$ cat src/rtl/issue.sv
// rtl/issue.sv - in-order issue/rename stage: instruction queue, decode, ROB tag allocation and dispatch
module issue #(
    parameter int IQ_DEPTH  = 8,
    parameter int ROB_DEPTH = 8
) (
    input  logic        clk,
    input  logic        rst,
    input  logic        fetch_valid,
    input  logic [31:0] fetch_instr,
    output logic        fetch_ready,
    output logic [4:0]  rf_raddr1,
    output logic [4:0]  rf_raddr2,
    input  logic [31:0] rf_rdata1,
    input  logic [31:0] rf_rdata2,
    input  logic [2:0]  rs_ready,
    output logic        disp_valid,
    output logic [1:0]  disp_unit,
    output logic [31:0] disp_instr,
    output logic [2:0]  disp_tag,
    output logic [4:0]  disp_rd,
    output logic        disp_src1_ready,
    output logic [31:0] disp_src1_val,
    output logic [2:0]  disp_src1_tag,
    output logic        disp_src2_ready,
    output logic [31:0] disp_src2_val,
    output logic [2:0]  disp_src2_tag,
    output logic [11:0] disp_imm,
    input  logic        cdb_valid,
    input  logic [2:0]  cdb_tag,
    input  logic [31:0] cdb_value,
    input  logic        commit_valid,
    input  logic [4:0]  commit_rd,
    input  logic [2:0]  commit_tag,
    output logic        illegal
);

    localparam int IQ_AW = $clog2(IQ_DEPTH);
    localparam int TAG_W = $clog2(ROB_DEPTH);
    localparam logic [IQ_AW:0]   IQ_FULL  = (IQ_AW+1)'(IQ_DEPTH);
    localparam logic [TAG_W:0]   ROB_FULL = (TAG_W+1)'(ROB_DEPTH);
    localparam logic [IQ_AW-1:0] IQ_PTR1  = (IQ_AW)'(1);
    localparam logic [IQ_AW:0]   IQ_CNT1  = (IQ_AW+1)'(1);
    localparam logic [TAG_W-1:0] ROB_PTR1 = (TAG_W)'(1);
    localparam logic [TAG_W:0]   ROB_CNT1 = (TAG_W+1)'(1);

    typedef struct packed {
        logic             ready;
        logic [31:0]      val;
        logic [TAG_W-1:0] tag;
    } operand_t;

    logic [31:0]      iq_mem [IQ_DEPTH];
    logic [IQ_AW-1:0] iq_head, iq_tail;
    logic [IQ_AW:0]   iq_count;
    logic [TAG_W-1:0] rob_tail;
    logic [TAG_W:0]   rob_count;
    logic [31:0]      reg_valid;
    logic [TAG_W-1:0] rename [32];

    logic [31:0] head_instr;
    logic        iq_empty, legal, is_load, unit_ready, push, pop, fire;
    logic [1:0]  unit;
    logic [4:0]  rs1, rs2, rd;
    operand_t    src1, src2;

    // A register waiting on a tag can be satisfied by the CDB in the same cycle.
    function automatic operand_t resolve(input logic [4:0] r, input logic valid,
                                         input logic [TAG_W-1:0] tag, input logic [31:0] rdata,
                                         input logic bus_valid, input logic [TAG_W-1:0] bus_tag,
                                         input logic [31:0] bus_value);
        operand_t op;
        op = '0;
        if (r == 5'd0) begin
            op.ready = 1'b1;
        end else if (valid) begin
            op.ready = 1'b1;
            op.val   = rdata;
        end else if (bus_valid && bus_tag == tag) begin
            op.ready = 1'b1;
            op.val   = bus_value;
        end else begin
            op.tag = tag;
        end
        return op;
    endfunction

    assign head_instr = iq_mem[iq_head];
    assign iq_empty   = (iq_count == '0);
    assign rs1        = head_instr[19:15];
    assign rs2        = head_instr[24:20];
    assign rd         = head_instr[11:7];

    always_comb begin
        legal   = 1'b0;
        unit    = 2'd0;
        is_load = 1'b0;
        if (head_instr[6:0] == 7'b0110011) begin
            if ((head_instr[31:25] == 7'b0000000 || head_instr[31:25] == 7'b0100000)
                && head_instr[14:12] == 3'b000) begin
                legal = 1'b1;
                unit  = 2'd0;
            end else if (head_instr[31:25] == 7'b0000001
                         && (head_instr[14:12] == 3'b000 || head_instr[14:12] == 3'b100)) begin
                legal = 1'b1;
                unit  = 2'd1;
            end
        end else if (head_instr[6:0] == 7'b0000011 && head_instr[14:12] == 3'b010) begin
            legal   = 1'b1;
            unit    = 2'd2;
            is_load = 1'b1;
        end
    end

    always_comb begin
        case (unit)
            2'd0:    unit_ready = rs_ready[0];
            2'd1:    unit_ready = rs_ready[1];
            default: unit_ready = rs_ready[2];
        endcase
    end

    always_comb begin
        src1 = resolve(rs1, reg_valid[rs1], rename[rs1], rf_rdata1, cdb_valid, cdb_tag, cdb_value);
        src2 = resolve(rs2, reg_valid[rs2], rename[rs2], rf_rdata2, cdb_valid, cdb_tag, cdb_value);
        if (is_load) begin
            src2 = '0;
            src2.ready = 1'b1;
        end
    end

    assign fetch_ready = (iq_count != IQ_FULL);
    assign push        = fetch_valid && fetch_ready;
    assign disp_valid  = !iq_empty && legal && (rob_count != ROB_FULL);
    assign fire        = disp_valid && unit_ready;
    assign illegal     = !iq_empty && !legal;
    assign pop         = fire || illegal;

    assign rf_raddr1       = rs1;
    assign rf_raddr2       = rs2;
    assign disp_unit       = unit;
    assign disp_instr      = head_instr;
    assign disp_tag        = rob_tail;
    assign disp_rd         = rd;
    assign disp_src1_ready = src1.ready;
    assign disp_src1_val   = src1.val;
    assign disp_src1_tag   = src1.tag;
    assign disp_src2_ready = src2.ready;
    assign disp_src2_val   = src2.val;
    assign disp_src2_tag   = src2.tag;
    assign disp_imm        = is_load ? head_instr[31:20] : 12'd0;

    always_ff @(posedge clk) begin
        if (push) begin
            iq_mem[iq_tail] <= fetch_instr;
        end
    end

    always_ff @(posedge clk or posedge rst) begin
        if (rst) begin
            iq_head   <= '0;
            iq_tail   <= '0;
            iq_count  <= '0;
            rob_tail  <= '0;
            rob_count <= '0;
            reg_valid <= '1;
            for (int i = 0; i < 32; i++) begin
                rename[i] <= '0;
            end
        end else begin
            if (push) iq_tail <= iq_tail + IQ_PTR1;
            if (pop)  iq_head <= iq_head + IQ_PTR1;
            case ({push, pop})
                2'b10:   iq_count <= iq_count + IQ_CNT1;
                2'b01:   iq_count <= iq_count - IQ_CNT1;
                default: iq_count <= iq_count;
            endcase
            if (fire) rob_tail <= rob_tail + ROB_PTR1;
            case ({fire, commit_valid})
                2'b10:   rob_count <= rob_count + ROB_CNT1;
                2'b01:   rob_count <= rob_count - ROB_CNT1;
                default: rob_count <= rob_count;
            endcase
            if (commit_valid && rename[commit_rd] == commit_tag) begin
                reg_valid[commit_rd] <= 1'b1;
            end
            // Placed after the commit update so a same-cycle rename of the register wins.
            if (fire && rd != 5'd0) begin
                reg_valid[rd] <= 1'b0;
                rename[rd]    <= rob_tail;
            end
        end
    end

endmodule

$ cat config.mk
export PLATFORM = sky130hd
export DESIGN_NAME = issue
export DESIGN_NICKNAME = d
export VERILOG_FILES = /design/src/rtl/issue.sv
export SDC_FILE = /design/constraint.sdc
export NUM_CORES = 1
export LEC_CHECK = 0
export ABC_AREA = 1
export CAP_MARGIN = 10
export CELL_PAD_IN_SITES_DETAIL_PLACEMENT = 1
export CELL_PAD_IN_SITES_GLOBAL_PLACEMENT = 2
export CORE_MARGIN = 4
export CORE_UTILIZATION = 33
export DETAILED_ROUTE_END_ITERATION = 10
export GPL_TIMING_DRIVEN = 0
export PLACE_DENSITY_LB_ADDON = 0.1
export SLEW_MARGIN = 20
export SYNTH_ARGS = -nofsm -noshare
export SYNTH_HDL_FRONTEND = slang
export SYNTH_SLANG_ARGS = --single-unit
$ cat constraint.sdc
create_clock -name clk -period 6.1 [get_ports clk]
set_input_delay 1.22 -clock clk [delete_from_list [all_inputs] [get_ports clk]]
set_output_delay 1.22 -clock clk [all_outputs]
set_load 0.01 [all_outputs]
# Yosys cells after proc, flatten, opt, wreduce, memory -nomap -nowiden
# Memories as Yosys holds them, arrays and structs flattened.
# Cells that the tools add are included.
dict set report op_classes {
  add_sub_neg 7
  n_lt_le_gt_ge 11
  eq_ne 16
  mux 50
  n_bitwise 7
  reduce_logical 29
}
# op count
set ops {}
lappend ops {{33-bit two-way mux} 4}
lappend ops {{96-bit bitwise mux} 1}
lappend ops {{35-bit two-way mux} 2}
lappend ops {{32-bit two-way mux} 2}
lappend ops {{3-bit binary-select mux with 5-bit select} 3}
lappend ops {{36-bit two-way mux} 1}
lappend ops {{3-bit two-way mux} 11}
lappend ops {{32-bit bitwise AND} 1}
lappend ops {{32-bit NOT} 1}
lappend ops {{32-bit OR} 1}
lappend ops {{6-bit >= comparator, second input constant} 4}
lappend ops {{5-bit by 6-bit less-than comparator with 1-bit output, second input constant} 4}
lappend ops {{5-bit NOT with 6-bit output} 4}
lappend ops {{4-bit one-hot mux with 2 select lines} 2}
lappend ops {{3-bit demux with 5-bit select} 1}
lappend ops {{1-bit logical AND} 15}
lappend ops {{1-bit two-way mux} 15}
lappend ops {{7-bit by 6-bit == test with 1-bit output, second input constant} 2}
lappend ops {{12-bit two-way mux} 1}
lappend ops {{1-bit binary-select mux with 5-bit select} 2}
lappend ops {{1-bit demux with 5-bit select} 2}
lappend ops {{5-bit by 1-bit >= comparator with 1-bit output, second input constant} 2}
lappend ops {{5-bit logical NOT} 2}
lappend ops {{3-bit by 1-bit adder with 3-bit output, second input constant} 3}
lappend ops {{other kinds (21)} 34}
dict set report word_totals {
  ff_bits 145
  mem_bits_rw 256
  out_inout_bits 139
  memories 1
}
# name words word_bits read_ports rd_clocked_by_memory_dff wr line
set mem_list {}
lappend mem_list {iq_mem 8 32 1 0 1 52} ;# logic [31:0] iq_mem [IQ_DEPTH];

# Logic depth before layout (Yosys ltp)
# Gate-level depths: netlist (run 1).
# An unclocked memory read counts as a cell.
dict set report depth {
  depth_word 13
  depth_mapped 31
  ltp_nobuf 27
}

# Worst setup path after synthesis (run 1)
# OpenSTA, ideal clock, no wires.
dict set report synth_timing {
  kind {register to output}
  startpoint {register iq_head[0]}
  endpoint {output port disp_src1_val[0]}
  arrival_time_ns 2.467
  setup_slack_ns 2.413
  stages_incl_launch_ff 19
  path_buffers 5
  path_cell_list {dfrtp_1 -> buf_6 -> inv_6 -> buf_6 -> buf_4 -> nor2_1 -> o22ai_2 -> nand2_2 -> o21ai_4 -> buf_6 -> nand3_1 -> nand3_1 -> nand3_1 -> nand3_1 -> nand2_1 -> nor2_4 -> buf_4 -> nand3_1 -> a21oi_1}
}
dict set report synth_between {
  elab_chain_len 10
}
# element line
set synth_rtl {}
lappend synth_rtl {{start, declared} 53} ;# logic [IQ_AW-1:0] iq_head, iq_tail;
lappend synth_rtl {{start signal, assigned} 171} ;# if (pop) iq_head <= iq_head + IQ_PTR1;
lappend synth_rtl {{memory read 8 x 32 bit (*)} --}
lappend synth_rtl {{net disp_instr[17]} 18} ;# output logic [31:0] disp_instr,
lappend synth_rtl {{5-bit NOT with 6-bit output (not written as such)} 123} ;# src1 = resolve(rs1, reg_valid[rs1], rename[rs1], rf_rdata1, cdb_valid, cdb_tag, cdb_value);
lappend synth_rtl {{3-bit binary-select mux with 5-bit select} 123}
lappend synth_rtl {{3-bit two-way mux (not written as such) (2 in series)} 123}
lappend synth_rtl {{3-bit == test} 78} ;# end else if (bus_valid && bus_tag == tag) begin
lappend synth_rtl {{1-bit logical AND} 78}
lappend synth_rtl {{33-bit two-way mux} 78}
lappend synth_rtl {{33-bit two-way mux} 75} ;# end else if (valid) begin
lappend synth_rtl {{35-bit two-way mux (*)} 73} ;# if (r == 5'd0) begin
lappend synth_rtl {{end, declared} 22} ;# output logic [31:0] disp_src1_val,
# The timed path passes the listed nets; every way through them passes the cells marked *. The select of a mux whose other input is x is not followed.

# Worst setup path in the final report (run 1)
dict set report layout_timing {
  startpoint {register iq_head[0]}
  endpoint {output port disp_src2_val[24]}
}
dict set report layout_between {
  elab_chain_len 11
}
# element line
set layout_rtl {}
lappend layout_rtl {{memory read 8 x 32 bit (*)} --}
lappend layout_rtl {{5-bit NOT with 6-bit output (not written as such)} 124} ;# src2 = resolve(rs2, reg_valid[rs2], rename[rs2], rf_rdata2, cdb_valid, cdb_tag, cdb_value);
lappend layout_rtl {{3-bit binary-select mux with 5-bit select} 124}
lappend layout_rtl {{3-bit two-way mux (not written as such) (2 in series)} 124}
lappend layout_rtl {{3-bit == test} 78}
lappend layout_rtl {{1-bit logical AND} 78}
lappend layout_rtl {{33-bit two-way mux} 78}
lappend layout_rtl {{33-bit two-way mux} 75}
lappend layout_rtl {{35-bit two-way mux} 73}
lappend layout_rtl {{36-bit two-way mux (*)} 125} ;# if (is_load) begin
lappend layout_rtl {{end, declared} 25} ;# output logic [31:0] disp_src2_val,
# Every way passes the cells marked *; elsewhere a longest branch is shown, timed or not. The select of a mux whose other input is x is not followed.

==> results.md, run 1 <==
* Status: finished, final reports clean
* Critical path startpoint category: flip-flop
* Area Overhead vs Synth at 26.3%
* Vias in the first global route at 23,800
* Grt total ovfl at 0
* Final hold violation count at 0
* Htree depth at 2
* Hold Crit Depth at 1
* GP Congestion at 0.949
* Antenna diodes at 0
* Number of DRC markers in iteration 0 at 1,968
* Die width at 273 µm
* Clock latency on the worst-skew pair at 0.64 ns
* Final Max Tran Viols at 0
* Post-detail-place hpwl at 82,000 µm
* RR Endpoint: rob_count[3]
* Min-Delay Startpoint: rename[93]
* Fin nets at 3,373
* Clock Path Buffers at 3
* Standard-cell rows at 96
* Remaining DRCs at 0
* Vias per cell at 5.48
* Worst setup EP type: output pin
* Syn_nets at 3,020
* Leak at 11.8 nW
* Routed WL at 109,000 µm
* Number of flops mapped to enable cells by yosys at 256
* Cell repeated most along the worst path: nand3_1
* Worst Setup Slack, final at 0.152 ns
* Worst path max stage delay at 0.57 ns
* Hold Crit Class: reg2reg
* Yosys Warn Count at 0
* Synth Area in Adders at 0.661%
* FF+latch count, synth at 401
* Synth Area in Simple Gates at 27.4%
* R2R Setup Slk at 1.61 ns
* Share of layout cells above drive strength 1 at 10.9%
* Largest family of logic cells by synthesized area: simple AND/OR/NAND/NOR gates
* Post-synth top flop: edfxtp_1
* Slowest stage cell, crit path: clkdlybuf4s50_1
* Final setup viols at 0
* CTS Buf Count at 47
* Crit share post-route at 97.5%
* Max Cap Viol at 0
* Reg-to-reg startpoint: iq_head[2]
* I/O Buffers at 285
* Crit path kind: reg2out
* Sequential share of the synthesized area at 49.1%
* Initial core utilization at 33.5%
* PD cells at 734 nW/µm²
* Max transition margin at 25.3%
* # hold bufs at CTS at 0
* Fin crit period at 5.95 ns
* Syn Area/Cell at 8.07 µm²
* Compound-cell area share of the yosys netlist at 12.6%
* Core ar. at 68,900 µm²
* Worst Hold Endpoint: rename[93]
* CTS tree: done
* Reg2reg path depth at 19
* Post-synth cell types at 44
* Cell count after synthesis at 2,862
* Die Height at 273 µm
* Num Clock Sinks at 401
* Clock transition at path regs at 0.06 ns
* Arrival time worst endpoint at 4.73 ns
* RSZ-0062 raised after global routing: true
* Routed Antenna Nets at 0
* Largest fanout on the critical path at 10
* Top Ports at 286
* Worst VDD drop at 350 µV
* CTS root buffer: clkbuf_16
* Hold WS at 0.495 ns
* Post-synthesis mux area share at 0%
* Die area at 74,300 µm²
* Worst-Margin Slew at 1.11 ns
* Async SR Flop Fraction at 36.2%
* Largest net degree at the start of global routing at 97
* Clk_skew at 0.0409 ns
* Total GRT Usage at 28.6%
* Initial antenna violation count at 3
* Max Fclk at 168 MHz
* Crit-path cells: buf_6 -> buf_4 -> buf_2 -> o21ai_0 -> o22ai_1 -> o21ai_2 -> buf_2 -> a21oi_1 -> nand3_1 -> nand3_1 -> nand2_1 -> nor2_1 -> nor2_4 -> buf_4 -> nand3_1 -> a21oi_2 -> clkdlybuf4s50_1
* Worst Path Required at 4.88 ns
* First-pass DRT Iterations at 5
* Routed vias at 22,900
* Global-route wire length before repair at 159,000 µm
* Syn Std Cell Area at 23,100 µm²
* Xor-xnor portion of the synthesized cell area at 0.455%
* Placement Setup Slack at 0.433 ns
* DR WL/cell at 26.0 µm
power breakdown:
part           switching [mW]  leakage [nW]  total, mW  internal [mW]
Combinational            9.65          6.84       15.2           5.52
Sequential              0.144          4.20       3.42           3.28
Clock                    1.22         0.762       2.84           1.61
Yosys cell counts, types with 2 or more instances:
library cell,number,area [µm²]
nand3_2,3,30.0
buf_2,65,325
fa_1,2,40.0
nand2_1,677,2540
o21bai_1,11,82.6
a21oi_1,86,430
o21ai_4,4,65.1
nand3_1,377,1890
buf_1,6,22.5
buf_4,48,360
nor3_1,10,50.1
inv_1,223,837
o211ai_1,20,150
o22ai_1,62,388
ha_1,9,113
inv_2,22,82.6
buf_6,34,383
dfstp_2,32,841
nor2_4,7,78.8
edfxtp_1,256,7690
a31oi_1,30,188
o21ai_1,107,536
clkbuf_1,60,225
a211oi_1,2,15.0
nand2_2,4,25.0
or2_2,2,12.5
nor2_2,4,25.0
o21ai_2,9,78.8
xor2_1,8,70.1
o21ai_0,187,936
xnor2_1,4,35.0
nor2_1,268,1010
nand4_1,100,626
dfrtp_1,113,2830
registers in the layout, summed over array words and instances, names as in the netlist:
| signal | cells |
|---|---|
| rename | 96 |
| iq_head | 3 |
| disp_tag | 3 |
| iq_count | 4 |
| reg_valid | 32 |
| iq_tail | 3 |
| iq_mem | 256 |
| rob_count | 4 |
per-layer routing:
metal	vias to the layer above	wire [µm]	track usage (%)
li1	10400	-	-
met1	11500	46900	37.7
met2	786	52600	49.0
met3	193	5760	3.58
met4	6	3660	9.50
met5	-	35	0
critical path: cells and delay by family, from the launching register on:
family | cells | cell delay [ns]
AOI/OAI and AO/OA | 5 | 1.13
buffers and inverters | 6 | 1.75
DFF | 1 | 0.39
and+or+nand+nor | 6 | 0.79
through the flow:
| stage | power, mW | cell area, µm² | cells | util [%] | TNS (ns) |
|---|---|---|---|---|---|
| after CTS | 21.2 | 29000 | 4175 | 42.1 | -0.0156 |
| after global routing | 22.6 | 29200 | 4183 | 42.3 | -0.0643 |
| after detailed placement | 18.3 | 27500 | 4089 | 39.8 | 0 |
| after global placement | 18.1 | 27100 | 4078 | 39.3 | -172.00 |
| after floorplan | 11.2 | 23100 | 2862 | - | 0 |
| final | 21.4 | 29200 | 4183 | 42.3 | 0 |
placed cells by master (no fill, tap or decap), types with 20 or more instances in the layout:
master / count
o21ai_0: 187
a31oi_1: 30
dfstp_2: 32
nor2_1: 259
buf_2: 57
buf_4: 58
clkbuf_16: 47
dfrtp_1: 113
nand3_1: 377
buf_6: 34
a21oi_1: 85
nand4_1: 100
o21ai_1: 104
inv_2: 22
o22ai_1: 62
o211ai_1: 20
clkbuf_1: 64
inv_1: 222
clkdlybuf4s50_1: 285
nand2_1: 677
edfxtp_1: 256
worst max path at each step:
stage,cells after the start,endpoint,start,slack [ns]
3_3_place_gp,2,rename[15],rst,-1.54
6_report,17,disp_src2_val[24],iq_head[0],0.15
5_1_grt,20,disp_src2_val[24],iq_head[1],-0.03
3_5_place_dp,19,disp_src2_val[24],iq_head[1],0.43
4_1_cts,19,disp_src2_val[24],iq_head[1],-0.02
2_1_floorplan,1,disp_tag[0],rst,1.04
cell families (layout without fill, tap and decap cells):
family                   after synthesis  in the layout
adder cells (fa/ha/maj)               11             11
AO/OA/AOI/OAI                        521            521
flip-flops                           401            401
XOR/XNOR                              12             12
buffers and inverters                460            850
AND/OR/NAND/NOR                     1457           1457
final cells by class:
class                           count  area [µm²]
Buffer                            213        1340
Clock buffer                       61        1270
Clock inverter                     25         278
Fill cell                        8259       39800
Inverter                          247         940
Multi-Input combinational cell   2001        9640
Sequential cell                   401       11400
Tap cell                          931        1160
Timing Repair Buffer              304        3180
timing repair:
action | 4_1_cts | 5_1_grt
endpoints found under the setup margin | 65 | 63
buffers inserted | 0 | 8
gates resized for setup | 9 | 18
hold endpoints to repair | 0 | 0
pin swaps | 0 | 2
(Power assumes the default switching activity.)
==> inputs of run 2 (changes only) <==
--- a/config.mk
+++ b/config.mk
@@ -5,7 +5,6 @@
 export SDC_FILE = /design/constraint.sdc
 export NUM_CORES = 1
 export LEC_CHECK = 0
-export ABC_AREA = 1
 export CAP_MARGIN = 10
 export CELL_PAD_IN_SITES_DETAIL_PLACEMENT = 1
 export CELL_PAD_IN_SITES_GLOBAL_PLACEMENT = 2
==> results.md, run 2 <==
* Final Max Tran Viols at 0 (unchanged)
* Placed Cells at 2,792 (-32%)
* First-pass DRT Iterations at 5 (unchanged)
* Worst Path Required at 4.88 ns (about the same)
* Synth top area cells: edfxtp_1 36%, dfrtp_1 13%, mux4_2 10%, mux2_2 6.9%, dfstp_2 4.0%
* Max transition margin at 25.8% (+0.48 points)
* I/O Buffers at 282 (-1.1%)
* Area leader, netlist: edfxtp_1
* Hold Crit Class: reg2reg
* CTS root buffer: clkbuf_16
* Clock Path Buffers at 3 (unchanged)
* Syn Area/Cell at 12.9 µm² (+59%)
* Top Ports at 286 (unchanged)
* FF+latch area at 11,400 µm² (unchanged)
* Vias per cell at 5.75 (+5.0%)
* Yosys Warn Count at 0 (unchanged)
* Critical path startpoint category: flip-flop
* Final Util at 44.3% (+2.0 points)
* Routed vias at 16,700 (-27%)
* Async SR Flop Fraction at 36.2% (unchanged)
* Sequential share of the synthesized area at 53.7% (+4.6 points)
* Post-detail-place hpwl at 64,900 µm (-21%)
* Count leader, synth: edfxtp_1
* Max Cap Viol at 0 (unchanged)
* Number of DRC markers in iteration 0 at 1,336 (-32%)
* Routed WL at 88,300 µm (-19%)
* Post-synth top cells: 256 x edfxtp_1, 151 x nand3_1, 137 x nand2_1
* Leak at 10.8 nW (-8.5%)
* Worst-Margin Slew at 1.11 ns (-0.00102 ns)
* Worst Setup Slack, final at 0.0519 ns (-0.0997 ns)
* Syn_nets at 1,802 (-40%)
* Final non-filler cell total at 2,900 (-31%)
* # hold bufs at CTS at 0 (unchanged)
* Max Fclk at 165 MHz (-1.6%)
* Global-route wire length before repair at 126,000 µm (-21%)
* Area of the multi-input gates at 9650 µm² (+0.16%)
* Standard-cell rows at 92 (-4.2%)
* Die area at 68,200 µm² (-8.2%)
* Core ar. at 63,300 µm² (-8.2%)
* DRT met1 WL at 35,900 µm (-24%)
* DR WL/cell at 30.4 µm (+17%)
* Most frequent cells in the layout: 256 x edfxtp_1, 210 x clkdlybuf4s50_1, 151 x nand3_1, 133 x nand2_1, 128 x mux2_2
* Clock transition at path regs at 0.06 ns (about the same)
* Routed Antenna Nets at 0 (unchanged)
* Number of flops mapped to enable cells by yosys at 256 (unchanged)
* Htree depth at 2 (unchanged)
* Final hold violation count at 0 (unchanged)
* Worst VDD drop at 358 µV (+2.4%)
* Antenna diodes at 0 (unchanged)
* FF+latch count, synth at 401 (unchanged)
* Topmost layer with routed signal wires: met5
* Filler Cells Inserted at 6,534 (-21%)
* Worst setup EP type: output pin
* Area Overhead vs Synth at 32.7%
* Clk_skew at 0.0279 ns (-0.0131 ns)
* Status: finished, final reports clean
* Die width at 261 µm (-4.2%)
* CTS tree: done
* Num Clock Sinks at 401 (unchanged)
* Cell count after synthesis at 1,644 (-43%)
* WL met2 at 44,700 µm (-15%)
* Remaining DRCs at 0 (unchanged)
* Largest register FFs at 256 (unchanged)
* Die Height at 261 µm (-4.2%)
* Top reg by flops: iq_mem
* Initial antenna violation count at 3 (unchanged)
* GP Congestion at 0.942 (-0.70%)
* Placement Setup Slack at -1.54 ns (-1.97 ns)
* Final setup viols at 0 (unchanged)
* Grt total ovfl at 0 (unchanged)
* Arrival time worst endpoint at 4.83 ns (+0.10 ns)
* Crit share post-route at 99.1% (+1.6 points)
* Post-synth top area share at 36.4% (+3.1 points)
* Post-synth cell types at 77 (+75%)
* Crit-path cells: buf_6 -> buf_12 -> buf_12 -> buf_6 -> nor2b_1 -> a22oi_2 -> and3_4 -> clkbuf_8 -> nand3_1 -> nand4_1 -> o31ai_1 -> a211o_2 -> xnor2_4 -> clkbuf_4 -> o41ai_2 -> dlygate4sd2_1
* Crit path kind: reg2out
* Commonest non-fill, non-tap cell in the layout: edfxtp_1
* Fin nets at 2,177 (-35%)
* PD cells at 612 nW/µm² (-17%)
* Initial core utilization at 33.4% (-0.11 points)
* Share of layout cells above drive strength 1 at 29.1% (+18 points)
* Top flop regs: iq_mem x256, rename x96, reg_valid x32
* Largest net degree at the start of global routing at 77 (-21%)
* Fin crit period at 6.05 ns (+0.0997 ns)
* CTS Buf Count at 46 (-2.1%)
* Total GRT Usage at 25.2% (-3.4 points)
* Vias in the first global route at 17,800 (-25%)
* Post-synth top flop: edfxtp_1
* Worst path max stage delay at 0.46 ns (-0.11 ns)
* Wire length on met3 at 4510 µm (-22%)
* Clock latency on the worst-skew pair at 0.60 ns (-0.04 ns)
* Syn Std Cell Area at 21,100 µm² (-8.5%)
* Largest fanout on the critical path at 10 (unchanged)
* Slowest stage cell, crit path: a22oi_2
## run 2: kinds of logic after synthesis
family	share of synthesized area, %
simple gates	10.2
flops	53.7
compound gates	10.1
mux	20.5
buf+inv	3.91
xor+xnor	0.828
fa+ha+maj	0.722
## run 2: metrics by stage
stage	TNS, ns	power [mW]	area [µm²]	hold slack, ns
after floorplan	0	8.46	21100	0.454
after global placement	-355.61	13.1	25000	0.474
after detailed placement	-100.12	13.3	25400	0.475
after CTS	-4.61	16.7	27700	0.482
after global routing	-0.0640	17.9	28100	0.520
final	0	17.2	28100	0.479
## run 2: final timing paths
path                                   from                end  slack [ns]  cells past startpoint
worst min register to register  iq_count[3]        iq_count[3]        0.48                      1
max in group asynchronous               rst      reg_valid[18]        4.12                      3
worst max-delay path             iq_head[1]  disp_src1_val[18]        0.05                     16
worst min-delay path            iq_count[3]        iq_count[3]        0.48                      1
worst max register to register   iq_head[1]        iq_count[3]        0.61                     20
min in group asynchronous               rst         rename[67]        1.11                      2
## run 2: worst max-delay path: cells and delay by family, from the launching register on
kind                   cells  cell delay [ns]
buffers and inverters      7             1.43
AND/OR/NAND/NOR            4             0.76
AO/OA/AOI/OAI              4             1.40
flip-flops                 1             0.40
XOR/XNOR                   1             0.21
## run 2: final cells by class
type | count | share of cell area [%]
sequential | 401 | 40.5
multi-input combinational | 1065 | 34.4
clock buffer | 61 | 4.48
inverter | 40 | 0.615
timing repair buffer | 327 | 11.9
tap | 846 | 3.77
buffer | 138 | 3.56
clock inverter | 22 | 0.851
## run 2: what timing repair did
| item | CTS | global route |
|---|---|---|
| buffers inserted | 19 | 5 |
| resized for setup | 253 | 142 |
| endpoints found under the setup margin | 106 | 71 |
| pin swaps | 13 | 11 |
| gates cloned | 0 | 1 |
## run 2: power breakdown
part / internal (mW) / leakage [nW] / switching [mW]
registers: 3.25 / 4.20 / 0.131
logic: 4.34 / 5.86 / 6.69
clock network: 1.59 / 0.729 / 1.17
total: 9.18 / 10.8 / 8.00
## run 2: per-layer routing
layer | vias to the layer above | global-route usage [%]
met4 | 4 | 8.51
li1 | 7202 | -
met3 | 164 | 3.63
met2 | 555 | 43.9
met5 | - | 0
met1 | 8750 | 32.4
